==> config.mk <==
export PLATFORM = sky130hd
export DESIGN_NAME = icache_direct
export DESIGN_NICKNAME = d
export VERILOG_FILES = /design/src/rtl/icache_direct.sv
export SDC_FILE = /design/constraint.sdc
export NUM_CORES = 1
export LEC_CHECK = 0
export ABC_AREA = 1
export BUFFER_PORTS_ARGS = -buffer_cell sky130_fd_sc_hd__buf_2
export CAP_MARGIN = 20
export CORE_MARGIN = 2
export CORE_UTILIZATION = 30
export CTS_CLUSTER_SIZE = 16
export DETAILED_ROUTE_END_ITERATION = 10
export PLACE_DENSITY_LB_ADDON = 0.2
export RECOVER_POWER = 25
export SLEW_MARGIN = 20
export SYNTH_ARGS = -nofsm -noshare
export SYNTH_HDL_FRONTEND = slang
export SYNTH_SLANG_ARGS = --single-unit
==> constraint.sdc <==
create_clock -name CLK -period 7 [get_ports CLK]
set_clock_uncertainty 0.05 [all_clocks]
set_input_delay 0.35 -clock CLK [delete_from_list [all_inputs] [get_ports CLK]]
set_output_delay 0.35 -clock CLK [all_outputs]
set_load 0.01 [all_outputs]
==> src/rtl/icache_direct.sv <==
// Direct-mapped read-only instruction cache with one-word lines, zero-cycle hits
// and hit/miss counters. Ports: datapath side imemREN/imemaddr -> ihit/imemload;
// memory side iREN/iaddr <- iwait/iload; hit_count/miss_count for performance.
module icache_direct #(
  parameter int SETS  = 16,
  parameter int CNT_W = 32
) (
  input  logic             CLK,
  input  logic             nRST,
  input  logic             imemREN,
  input  logic [31:0]      imemaddr,
  output logic             ihit,
  output logic [31:0]      imemload,
  output logic             iREN,
  output logic [31:0]      iaddr,
  input  logic             iwait,
  input  logic [31:0]      iload,
  output logic [CNT_W-1:0] hit_count,
  output logic [CNT_W-1:0] miss_count
);

  localparam int IW = $clog2(SETS);
  localparam int TW = 30 - IW;

  typedef enum logic {
    COMPARE = 1'b0,
    FETCH   = 1'b1
  } state_e;

  state_e           state_q, state_d;
  logic [SETS-1:0]  valid_q, valid_d;
  logic [31:0]      fill_addr_q, fill_addr_d;
  logic [CNT_W-1:0] hit_cnt_q, hit_cnt_d;
  logic [CNT_W-1:0] miss_cnt_q, miss_cnt_d;

  logic [TW-1:0]    tag_arr [SETS];
  logic [31:0]      data_arr [SETS];

  logic [IW-1:0]    req_idx;
  logic [TW-1:0]    req_tag;
  logic [IW-1:0]    fill_idx;
  logic [TW-1:0]    fill_tag;
  logic             tag_eq;
  logic             fill_we;
  logic             unused_addr_bits;

  assign req_idx  = imemaddr[IW+1:2];
  assign req_tag  = imemaddr[31:IW+2];
  assign fill_idx = fill_addr_q[IW+1:2];
  assign fill_tag = fill_addr_q[31:IW+2];
  assign tag_eq   = (tag_arr[req_idx] == req_tag);

  // Byte offset never selects anything in a word-wide cache.
  assign unused_addr_bits = ^imemaddr[1:0];

  always_comb begin
    state_d     = state_q;
    valid_d     = valid_q;
    fill_addr_d = fill_addr_q;
    hit_cnt_d   = hit_cnt_q;
    miss_cnt_d  = miss_cnt_q;
    ihit        = 1'b0;
    imemload    = 32'h0;
    iREN        = 1'b0;
    iaddr       = 32'h0;
    fill_we     = 1'b0;
    unique case (state_q)
      COMPARE: begin
        // imemREN gates first so an unknown address cannot leak out.
        ihit = imemREN & valid_q[req_idx] & tag_eq;
        if (ihit) begin
          imemload  = data_arr[req_idx];
          hit_cnt_d = hit_cnt_q + 1'b1;
        end else if (imemREN) begin
          fill_addr_d = {imemaddr[31:2], 2'b00};
          miss_cnt_d  = miss_cnt_q + 1'b1;
          state_d     = FETCH;
        end
      end
      FETCH: begin
        iREN  = 1'b1;
        iaddr = fill_addr_q;
        // The fill completes regardless of what the datapath does now.
        if (!iwait) begin
          fill_we           = 1'b1;
          valid_d[fill_idx] = 1'b1;
          state_d           = COMPARE;
        end
      end
      default: state_d = COMPARE;
    endcase
  end

  always_ff @(posedge CLK or negedge nRST) begin
    if (!nRST) begin
      state_q     <= COMPARE;
      valid_q     <= '0;
      fill_addr_q <= '0;
      hit_cnt_q   <= '0;
      miss_cnt_q  <= '0;
    end else begin
      state_q     <= state_d;
      valid_q     <= valid_d;
      fill_addr_q <= fill_addr_d;
      hit_cnt_q   <= hit_cnt_d;
      miss_cnt_q  <= miss_cnt_d;
    end
  end

  // Arrays carry no reset; the valid bits alone guard them.
  always_ff @(posedge CLK) begin
    if (fill_we) begin
      tag_arr[fill_idx]  <= fill_tag;
      data_arr[fill_idx] <= iload;
    end
  end

  assign hit_count  = hit_cnt_q;
  assign miss_count = miss_cnt_q;

endmodule

# Word level (Yosys, flattened, before mapping)

Memories as Yosys holds them, arrays and structs flattened.
Index checks and enable logic that the tools add are counted.
W data, S select, Z words.

Register bits after elaboration: 111
Memory bits (writable): 928
Bits of input ports: 68
Output and inout bits: 130
Logic and storage cells: 40
Memories kept: 2

Add/subtract/negate cells: 2
Order comparisons: 3
Eq/ne operators: 1
Mux-type cells: 17
Bitwise logic cells: 6
Reductions and logical operators: 4

Memories:

| memory   | words | width | rd ports | clocked after Yosys merged registers in | wr ports | RTL line | RTL |
|---|---|---|---|---|---|---|---|
| data_arr | 16    | 32    | 1        | 0                                       | 1        | 37       | `logic [31:0] data_arr [SETS];` |
| tag_arr  | 16    | 26    | 1        | 0                                       | 1        | 36       | `logic [TW-1:0] tag_arr [SETS];` |

Operators with widths:

| kind                    | count |
|---|---|
| $mux W32                | 3 |
| $add A32 B1 Y32 const B | 2 |
| $eq A26 B26 Y1          | 1 |
| $or A16 B16 Y16         | 1 |
| $mux W1                 | 11 |
| $lt A4 B5 Y1 const B    | 2 |
| $bmux W1 S4             | 1 |
| $demux W1 S4            | 1 |
| $ge A4 B1 Y1 const B    | 1 |
| $reduce_and A2 Y1       | 2 |
| $not A1 Y1              | 3 |
| $reduce_and A3 Y1       | 1 |
| $and A1 B1 Y1           | 2 |
| $pmux W1 S2             | 1 |
| $logic_and A1 B1 Y1     | 1 |

# Depth between registers and ports, before layout

Depth after elaboration: 6
Mapped depth: 22

# Worst setup path before layout

No wires, ideal clock.

Path type: flip-flop to flip-flop
Start point: register state_q
End point: memory data_arr[0][0] (enable)
Setup time: 475 ps
Arrival time: 3308 ps
Required time: 6475 ps
Slack: 3167 ps
Stages on the path, launching flop included: 5
Buffers on the path: 0
Clock period less this slack: 3833 ps
Cells stage by stage: dfrtp_1 inv_2 nor2_1 nand3_1 nor2_1

Longest elaborated chain between the ends: 3

RTL lines:

| element                       | RTL line | RTL |
|---|---|---|
| start: declaration            | 30       | `state_e state_q, state_d;` |
| start signal: assignment      | 102      | `state_q <= state_d;` |
| $mux W1                       | 67       | `unique case (state_q)` |
| $mux W1                       | 112      | `if (fill_we) begin` |
| $mux W1 (implied by the code) | 114      | `data_arr[fill_idx] <= iload;` |
| end: declaration              | 37       |  |

Every way passes these cells.

# Worst setup path after layout

Start point: input port imemaddr[2]
End point: output port imemload[6]

Longest elaborated chain between the ends: 6
Elaborated cells on any way between the ends: 9
Classes of those cells: eq/ne (1); mux (4); bitwise (2); memory (2)

RTL lines:

| element                                                                 | RTL line | RTL |
|---|---|---|
| start: declaration                                                      | 11       | `input logic [31:0] imemaddr,` |
| parallel branches: the longest is 4 deep, another holds $mem_v2 Z16 W26 | --       |  |
| $mux W32 (*)                                                            | 71       | `if (ihit) begin` |
| $mux W32 (*)                                                            | 67       |  |
| end: declaration                                                        | 13       | `output logic [31:0] imemload,` |

Every way passes the cells marked *. The select of a mux whose other input is x is not followed.

==> results.sh <==
export IMPL_power_per_cell_area_nw_per_um2=277
export IMPL_seq_area_frac_synth_pct=69.0
export IMPL_avgRoutedWirePerCell_um=21.4
export IMPL_netlist_top_cells_area="edfxtp_1 63%, nand2_1 10%, dfrtp_1 6.3%"
export IMPL_fp_row_count=141
export IMPL_setup_slack_ns=2.36
export IMPL_grt_pass1_vias=29388
export IMPL_tightest_slew_ns=3.87
export IMPL_cts_htree_levels=3
export IMPL_period_needed_ns=4.64
export IMPL_slowest_delay_ns=0.68
export IMPL_p_sw_share_pct=24.7
export IMPL_num_fill_cells=14585
export IMPL_grt_usage_pct=17.5
export IMPL_p_seq_share_pct=51.0
export IMPL_crit_top_cell="nand2_1"
export IMPL_post_route_period_util_pct=66.3
export IMPL_wl_um=135000
export IMPL_finalSetupViolCount=0
export IMPL_synth_edf_count=928
export IMPL_final_setup_tns_ns=0
export IMPL_synth_top_area_share_pct=62.8
export IMPL_syn_inst=4075
export IMPL_grt_setup_unrepaired="false"
export IMPL_hold_class="in2reg"
export IMPL_crit_buf_inv=5
export IMPL_insertion_delay_ns=0.74
export IMPL_fp_dieW_um=389
export IMPL_synthFlopType="edfxtp_1"
export IMPL_ys_async_sr_fraction_pct=10.7
export IMPL_ys_seq_elements=1039
export IMPL_syn_to_final_growth_pct=15.9
export IMPL_cp_arrival_ns=4.24
export IMPL_violations="capacitance limit, slew limit"
export IMPL_outcome="complete, but fails checks"
export IMPL_critPathTopFamily="buffers and inverters"
export IMPL_fin_nets=4319
export IMPL_cts_sinks=1039
export IMPL_antenna_found_initial=6
export IMPL_antenna_left=0
export IMPL_cts_root_buffer="clkbuf_16"
export IMPL_yosys_warnings=0
export IMPL_hold_viol_final=0
export IMPL_synth_area_um2=44400
export IMPL_p_sw_mw=3.52
export IMPL_vias=30812
export IMPL_power_total_mw=14.3
export IMPL_grt_max_degree=253
export IMPL_slowest_stage="inv_16"
export IMPL_critPathKind="in2out"
export IMPL_synth_cell_types=36
export IMPL_worstPathCellList="buf_8 > inv_16 > buf_4 > nand2_1 > nand2_1 > nand2_1 > nand3_1 > nand3_1 > nand2_1 > nand2_1 > nand2_1 > nand2_1 > nor2_1 > nand3_1 > nor2_4 > nand2_2 > buf_4 > a21oi_1 > buf_2"
export IMPL_hpwl_um=69700
export IMPL_chipHeight_um=389
export IMPL_path_clk_slew_ns=0.05
export IMPL_synth_avg_cell_area_um2=10.9
export IMPL_yosysTopAreaCell="edfxtp_1"
export IMPL_viasPerCell=4.91
export IMPL_pre_cts_ws_ns=2.17
export IMPL_end_kind="output pin"
export IMPL_io_pins=198
export IMPL_port_buffer_count=193
export IMPL_overflow=0
export IMPL_drc=0
export IMPL_slew_headroom_pct=-158
export IMPL_clkPwrFrac_pct=41.3
export IMPL_slew_violations=57
export IMPL_max_freq_mhz=215
export IMPL_crit_required_ns=6.60
export IMPL_drtPass1Iterations=7
export IMPL_multi_input_area_um2=11500
export IMPL_cts_tree="done"
export IMPL_coreArea_um2=147000
export IMPL_ff_latch_area_um2=30600
export IMPL_dieArea_um2=151000
export IMPL_leakage_nw=20.0
export IMPL_final_cell_mix="1236 x nand2_1, 928 x edfxtp_1, 356 x nand3_1"
export IMPL_cts_buffers=112
export IMPL_ff2ff_setup_slack_ns=2.88
export IMPL_pwr_share_comb_pct=7.8
export IMPL_p_int_mw=10.7
export IMPL_drive_gt1_share_pct=8.99
export IMPL_routabilityCongestion=0.813
export IMPL_start_kind="input port"
export IMPL_clock_path_buffers=3
export IMPL_drtIter0Drc=2303
export IMPL_cap_viol_max_count=1
export IMPL_cp_max_fo=252
export IMPL_max_vdd_ir_drop_mv=0.213
export IMPL_fin_util_pct=34.9
export IMPL_grt_pass1_wl_um=199000
export IMPL_final_common_cell="nand2_1"
export IMPL_start_util_pct=30.1
-- worst min-delay path, stage by stage --
cell     delay (ns)
buf_2          0.14
nand2_1        0.10
inv_1          0.13
nand4_1        0.13
nand2_1        0.05
-- path summary, 6_finish.rpt --
kind	cells after the start	startpoint	to
setup / recovery	19	imemaddr[2]	imemload[6]
hold / removal	5	imemREN	hit_count[4]
setup reg to reg	6	state_q	data_arr[8][10]
hold reg to reg	2	valid_q[9]	valid_q[9]
max in group asynchronous	3	nRST	state_q
min in group asynchronous	2	nRST	hit_count[18]
-- power by group through the flow --
stage / registers [mW] / clock network [mW] / logic (mW)
final: 7.27 / 5.88 / 1.11
after global routing: 7.30 / 6.25 / 1.23
after CTS: 7.27 / 6.02 / 1.12
after detailed placement: 7.40 / 0 / 1.09
after global placement: 7.39 / 0 / 1.09
after floorplan: 7.32 / 0 / 0.634
-- registers in the layout (all words and copies together) (netlist names) --
name and cells:
data_arr 512, fill_addr_q 30, hit_count 32, miss_count 32, state_q 1, tag_arr 416, valid_q 16
-- through the flow --
stage | std cells | hold WS (ns) | area [um^2]
6_report | 6280 | 0.174 | 51500
5_1_grt | 6278 | 0.184 | 51400
4_1_cts | 6277 | 0.126 | 51500
3_5_place_dp | 6005 | 0.347 | 47300
3_3_place_gp | 6005 | 0.352 | 47300
2_1_floorplan | 4076 | 0.00441 | 44400
-- per-layer routing --
layer | wire (um) | up-vias | track usage (%)
met3 | 6880 | 166 | 2.85
li1 | - | 14506 | -
met4 | 2460 | 8 | 3.61
met1 | 63500 | 15366 | 25.2
met5 | 55 | - | 0
met2 | 61700 | 766 | 27.8
-- synth_stat cells (39+ instances only) --
master and n:
nand2_1 1236, edfxtp_1 928, nand3_1 356, inv_1 331, a21oi_1 257, nor2_1 188, clkbuf_1 120, a221oi_1 117
dfrtp_1 111, nand4_1 102, o21ai_0 77, buf_2 51, buf_1 39
-- what timing repair did --
item	in CTS	in global routing
resized for setup	0	0
hold buffers	60	0
hold endpoints to repair	594	0
setup buffers	0	0
-- cell type report --
type / instances / share of cell area [%]
clock inverters: 68 / 1.21
flip-flops and latches: 1039 / 59.6
diodes: 3 / 0.0146
clock buffers: 144 / 5.84
multi-input cells: 2463 / 22.3
repair buffers: 298 / 3.83
well taps: 1930 / 4.69
inverters: 335 / 2.51
-- cell families after synthesis --
family | share of synthesized area [%]
AOI/OAI and AO/OA | 6.88
other | 0.00845
and+or+nand+nor | 18.0
DFF | 69.0
adders and majority gates | 0.0563
buffers and inverters | 5.40
xor gates and xnor gates | 0.651
Power figures use the tool's default switching activity.
